### src/rtl/sd_in_ddr.sv
// DDR-to-SDR receiver: rebuilds full-width words from a half-width DDR bus and buffers them in a small FIFO.
// Optional macro SD_IN_DDR_CNT_EN adds a saturating 16-bit count of accepted words on word_cnt.
module sd_in_ddr #(
  parameter int width = 8,
  parameter int depth = 4
) (
  input  logic               clk,
  input  logic               reset_n,
  input  logic               c_srdy,
  output logic               c_drdy,
  input  logic [width/2-1:0] c_data,
  output logic               p_srdy,
  input  logic               p_drdy,
  output logic [width-1:0]   p_data
`ifdef SD_IN_DDR_CNT_EN
  ,
  output logic [15:0]        word_cnt
`endif
);

  localparam int AW = $clog2(depth);

  logic [width/2-1:0] r_hi_cap;
  logic [width-1:0]   r_mem [depth];
  logic [AW:0]        r_wptr;
  logic [AW:0]        r_rptr;
  logic               r_c_drdy;

  logic [width-1:0]   w_word;
  logic [AW:0]        w_count;
  logic [AW+1:0]      w_count_next;
  logic               w_empty;
  logic               w_push;
  logic               w_pop;

  // Upper half is stable while clk is high, so it is captured on the falling edge.
  always_ff @(negedge clk or negedge reset_n) begin
    if (!reset_n) r_hi_cap <= '0;
    else          r_hi_cap <= c_data;
  end

  assign w_word  = {r_hi_cap, c_data};
  assign w_empty = (r_wptr == r_rptr);
  assign w_count = r_wptr - r_rptr;
  assign w_push  = c_srdy & r_c_drdy;
  assign w_pop   = ~w_empty & p_drdy;

  assign w_count_next = {1'b0, w_count}
                      + {{(AW+1){1'b0}}, w_push}
                      - {{(AW+1){1'b0}}, w_pop};

  always_ff @(posedge clk or negedge reset_n) begin
    if (!reset_n) begin
      for (int i = 0; i < depth; i++) r_mem[i] <= '0;
    end else if (w_push) begin
      r_mem[r_wptr[AW-1:0]] <= w_word;
    end
  end

  // Ready is computed from next-cycle occupancy so a push can never land on a full FIFO.
  always_ff @(posedge clk or negedge reset_n) begin
    if (!reset_n) begin
      r_wptr   <= '0;
      r_rptr   <= '0;
      r_c_drdy <= 1'b0;
    end else begin
      if (w_push) r_wptr <= r_wptr + 1'b1;
      if (w_pop)  r_rptr <= r_rptr + 1'b1;
      r_c_drdy <= (w_count_next < (AW+2)'(depth));
    end
  end

  assign c_drdy = r_c_drdy;
  assign p_srdy = ~w_empty;
  assign p_data = r_mem[r_rptr[AW-1:0]];

`ifdef SD_IN_DDR_CNT_EN
  logic [15:0] r_word_cnt;

  always_ff @(posedge clk or negedge reset_n) begin
    if (!reset_n)                             r_word_cnt <= '0;
    else if (w_push && r_word_cnt != 16'hFFFF) r_word_cnt <= r_word_cnt + 16'd1;
  end

  assign word_cnt = r_word_cnt;
`endif

endmodule

### config.mk
export PLATFORM = sky130hd
export DESIGN_NAME = sd_in_ddr
export DESIGN_NICKNAME = d
export VERILOG_FILES = /design/src/rtl/sd_in_ddr.sv
export SDC_FILE = /design/constraint.sdc
export NUM_CORES = 1
export LEC_CHECK = 0
export BUFFER_PORTS_ARGS = -buffer_cell sky130_fd_sc_hd__buf_2
export CAP_MARGIN = 20
export CORE_ASPECT_RATIO = 1.75
export CORE_UTILIZATION = 48
export DETAILED_ROUTE_END_ITERATION = 7
export PLACE_DENSITY = 0.69
export SYNTH_ARGS = -nofsm -noshare
export SYNTH_HDL_FRONTEND = slang
export SYNTH_SLANG_ARGS = --single-unit
### constraint.sdc
create_clock -name clk -period 2.7 [get_ports clk]
set_input_delay 0.135 -clock clk [delete_from_list [all_inputs] [get_ports clk]]
set_output_delay 0.135 -clock clk [all_outputs]
set_load 0.01 [all_outputs]
==> reports/qor.log <==
[logic_synthesis] register area share after synthesis 0.5362
[cts] TritonCTS buffer count 5
[cts] Longest Clk Path Bufs 2
[floorplan] effective utilization at floorplan 0.5092
[outcome] outcome finished clean
[global_route] total gr overflow 0
[cts] clock latency at the later pin of the worst-skew pair 290 ps
[logic_synthesis] fraction of synthesized cell area taken by the top area cell type 0.4863
[route] detail-routed net length per standard cell 16.82 µm
[route] wire length after detailed routing 3380 µm
[sta] final clock skew 13.59 ps
[cts] master cell of the clock root buffer sky130_fd_sc_hd__clkbuf_8
[floorplan] Die Y-Extent 87.54 µm
[placement] number of port buffers 17
[global_route] total global-route track usage 0.1876
[route] router iterations before antenna repair 2
[sta] Worst Slack Setup Final 230.8 ps
[cts] # H-tree levels 2
[sta] number of failing hold endpoints at the final stage 0
[sta] final setup fails 0
[critical_path] worst-case reg-to-reg path depth 11
[min_path] cell depth of the worst min-delay path 2
[critical_path] endpoint type of the worst setup path register
[logic_synthesis] Avg Cell Area, Syn 15.80 µm²
[logic_synthesis] Post-synth EDFFs 0
[critical_path] start-to-end type of the worst setup path reg -> reg
[cts] clock tree sinks 43
[power] P per Cell Area 1324 mW/mm²
[power] Leakage Power 1.052 nW
[route] 1st-iter DRT viols 24
[sta] actual slew at the worst max-slew pin 514.5 ps
[floorplan] Die Wd 50.88 µm
[placement] half-perimeter wire length of the detailed placement result 2515 µm
[logic_synthesis] net count of the mapped netlist 146
[floorplan] area of the die 0.004454 mm²
[logic_synthesis] fraction of synthesis flops using an asynchronous set or reset pin 1.000
[sta] RSZ-0062 raised after global routing no
[final_layout] post-route non-filler standard cell count 201
[cts] Setup Buffers After CTS 0
[power] largest voltage drop on the vdd net 0.8650 mV
[logic_synthesis] count of synthesis-stage warnings from yosys 0
[logic_synthesis] most used flip-flop cell after synthesis sky130_fd_sc_hd__dfrtp_1
[logic_synthesis] area of the mapped netlist 0.002007 mm²
[placement] GPL Wtd Cong 0.7646
[global_route] number of global-route vias before repair 1210
[flow_run] Max Cap Viol 0
[sta] time the worst path needs with I/O delays and setup 2469 ps
[route] ANT nets after route 0
[sta] final worst path period share 0.9145
[cts] Clk pin slew, worst setup/hold paths 80 ps
[route] routed via count 1096
[sta] Max-Slew Margin vs Limit 0.6570
[final_layout] net count reported at finish 171
[global_route] antenna violations before repair 0
[critical_path] Crit path arrival time 2660 ps
[logic_synthesis] Area contributors post-synth sky130_fd_sc_hd__dfrtp_1 49%, sky130_fd_sc_hd__mux2_2 19%, sky130_fd_sc_hd__mux4_2 9.0%, sky130_fd_sc_hd__ha_1 6.2%, sky130_fd_sc_hd__dfrtn_1 5.0%
[logic_synthesis] top-count cell post-synth sky130_fd_sc_hd__dfrtp_1
[critical_path] largest fanout on the critical path 4
[critical_path] Data required, critical path 2890 ps
[logic_synthesis] Yosys cell types 19
[floorplan] top-level I/O count 18
[placement] # placed instances 192
[logic_synthesis] cell accounting for the most synthesized area sky130_fd_sc_hd__dfrtp_1
[power] total chip power 3.018 mW
[floorplan] area inside the core boundary 0.003941 mm²
[final_layout] fraction of layout instances using a drive strength above 1 0.5033
[global_route] pin count of the biggest net entering global routing 24
[logic_synthesis] number of cells produced by synthesis 127
[min_path] type of the most critical hold path in -> reg
[global_route] first-pass GRT wire length 5961 µm
[final_layout] area delta synth->final 13.59%
[placement] pre-CTS setup slack 248.0 ps
[critical_path] kind of start point of the critical path register
[cts] clock tree from TritonCTS built
[final_layout] number of inserted filler cells in the final layout 320
[sta] Post-Route Setup TNS 0 ps
[logic_synthesis] #FFs+latches synth 43
[sta] pins over their slew limit 0
[route] via-per-instance ratio 5.453
[floorplan] Cell Rows 30
[logic_synthesis] commonest cells in the synthesized netlist 39 x sky130_fd_sc_hd__dfrtp_1, 34 x sky130_fd_sc_hd__mux2_2, 10 x sky130_fd_sc_hd__ha_1
[sta] highest clock rate 405.0 MHz
[route] residual DRC count 0
[final_layout] Antenna Diode Count 0
[registers in the layout, indices dropped and copies added (netlist names)]
register,count
r_wptr,3
c_drdy,1
r_hi_cap,4
r_rptr,3
r_mem,32
[path summary, 6_finish.rpt]
kind                                        from                    end  slack, ps
hold reg to reg             r_mem[9]$_DFFE_PN0P_   r_mem[9]$_DFFE_PN0P_        500
setup / recovery           r_wptr[0]$_DFFE_PN0P_       c_drdy$_DFF_PN0_        230
hold / removal                         c_data[1]  r_mem[25]$_DFFE_PN0P_        130
min in group asynchronous                reset_n       c_drdy$_DFF_PN0_        360
setup reg to reg           r_wptr[0]$_DFFE_PN0P_       c_drdy$_DFF_PN0_        230
max in group asynchronous                reset_n  r_hi_cap[2]$_DFF_NN0_        730
[cells in the final DEF, fill, tap and decap left out]
master	count
sky130_fd_sc_hd__fa_1	1
sky130_fd_sc_hd__o31ai_2	1
sky130_fd_sc_hd__o211ai_1	2
sky130_fd_sc_hd__dfrtp_1	39
sky130_fd_sc_hd__clkbuf_8	5
sky130_fd_sc_hd__mux4_2	8
sky130_fd_sc_hd__xor2_1	2
sky130_fd_sc_hd__xor3_2	1
sky130_fd_sc_hd__inv_1	7
sky130_fd_sc_hd__nand3_2	4
sky130_fd_sc_hd__nor3b_1	1
sky130_fd_sc_hd__buf_4	4
sky130_fd_sc_hd__bufinv_16	1
sky130_fd_sc_hd__nand2_1	2
sky130_fd_sc_hd__xnor2_1	4
sky130_fd_sc_hd__clkbuf_1	2
sky130_fd_sc_hd__o21ai_1	1
sky130_fd_sc_hd__dlygate4sd3_1	1
sky130_fd_sc_hd__or2_2	2
sky130_fd_sc_hd__ha_1	10
sky130_fd_sc_hd__dfrtn_1	4
sky130_fd_sc_hd__buf_2	17
sky130_fd_sc_hd__mux2_2	34
[power by group]
| group | internal [mW] | switching (mW) |
|---|---|---|
| Sequential | 0.939 | 0.175 |
| Clock | 0.277 | 0.200 |
| Combinational | 0.799 | 0.629 |
[cells by family (layout without fill, tap and decap cells)]
kind of cell | after synthesis | in the layout | share of synthesized area
XOR/XNOR | 7 | 7 | 0.03865
AND/OR/NAND/NOR | 9 | 9 | 0.03367
AO/OA/AOI/OAI | 4 | 4 | 0.01620
multiplexers | 42 | 42 | 0.2805
flip-flops | 43 | 43 | 0.5362
adder cells (fa/ha/maj) | 11 | 11 | 0.07232
buffers and inverters | 11 | 37 | 0.02244
[layout make-up]
type	count	area [µm²]	area share
Clock buffer	7	76.32	0.03348
Timing Repair Buffer	22	125.1	0.05488
Sequential cell	43	1076	0.4720
Multi-Input combinational cell	73	885.9	0.3886
Clock inverter	1	30.03	0.01317
Inverter	7	26.28	0.01153
Tap cell	48	60.06	0.02634
[worst max-delay path, cell delays in order (launching register included)]
cell                      delay (ps)
sky130_fd_sc_hd__dfrtp_1         410
sky130_fd_sc_hd__inv_1           110
sky130_fd_sc_hd__ha_1            310
sky130_fd_sc_hd__nand2_1          80
sky130_fd_sc_hd__o21ai_1         250
sky130_fd_sc_hd__inv_1            80
sky130_fd_sc_hd__ha_1            180
sky130_fd_sc_hd__inv_1            50
sky130_fd_sc_hd__ha_1            210
sky130_fd_sc_hd__nor3b_1         150
sky130_fd_sc_hd__or2_2           280
sky130_fd_sc_hd__o31ai_2         260
[metrics by stage]
stage	utilization	hold WS [ps]	area [µm²]
5_1_grt	0.5784	138.2	2280
3_3_place_gp	0.5489	133.6	2163
6_report	0.5784	133.6	2280
2_1_floorplan	-	-160.6	2007
3_5_place_dp	0.5489	136.6	2163
4_1_cts	0.5784	125.5	2280
[what timing repair did]
action / 4_1_cts / 5_1_grt
hold buffers: 1 / 0
resized for setup: 0 / 0
endpoints found under the hold margin: 17 / 0
[layer usage]
layer	up-vias	GRT usage	wire [µm]	part of all wire
met2	19	0.3285	1826	0.54
met4	0	0.06818	40	0.012
met1	570	0.2239	1395	0.41
li1	502	-	-	-
met5	-	0	0	0
met3	5	0.04167	117	0.035
Note: power is estimated with default switching activity, not from simulation.
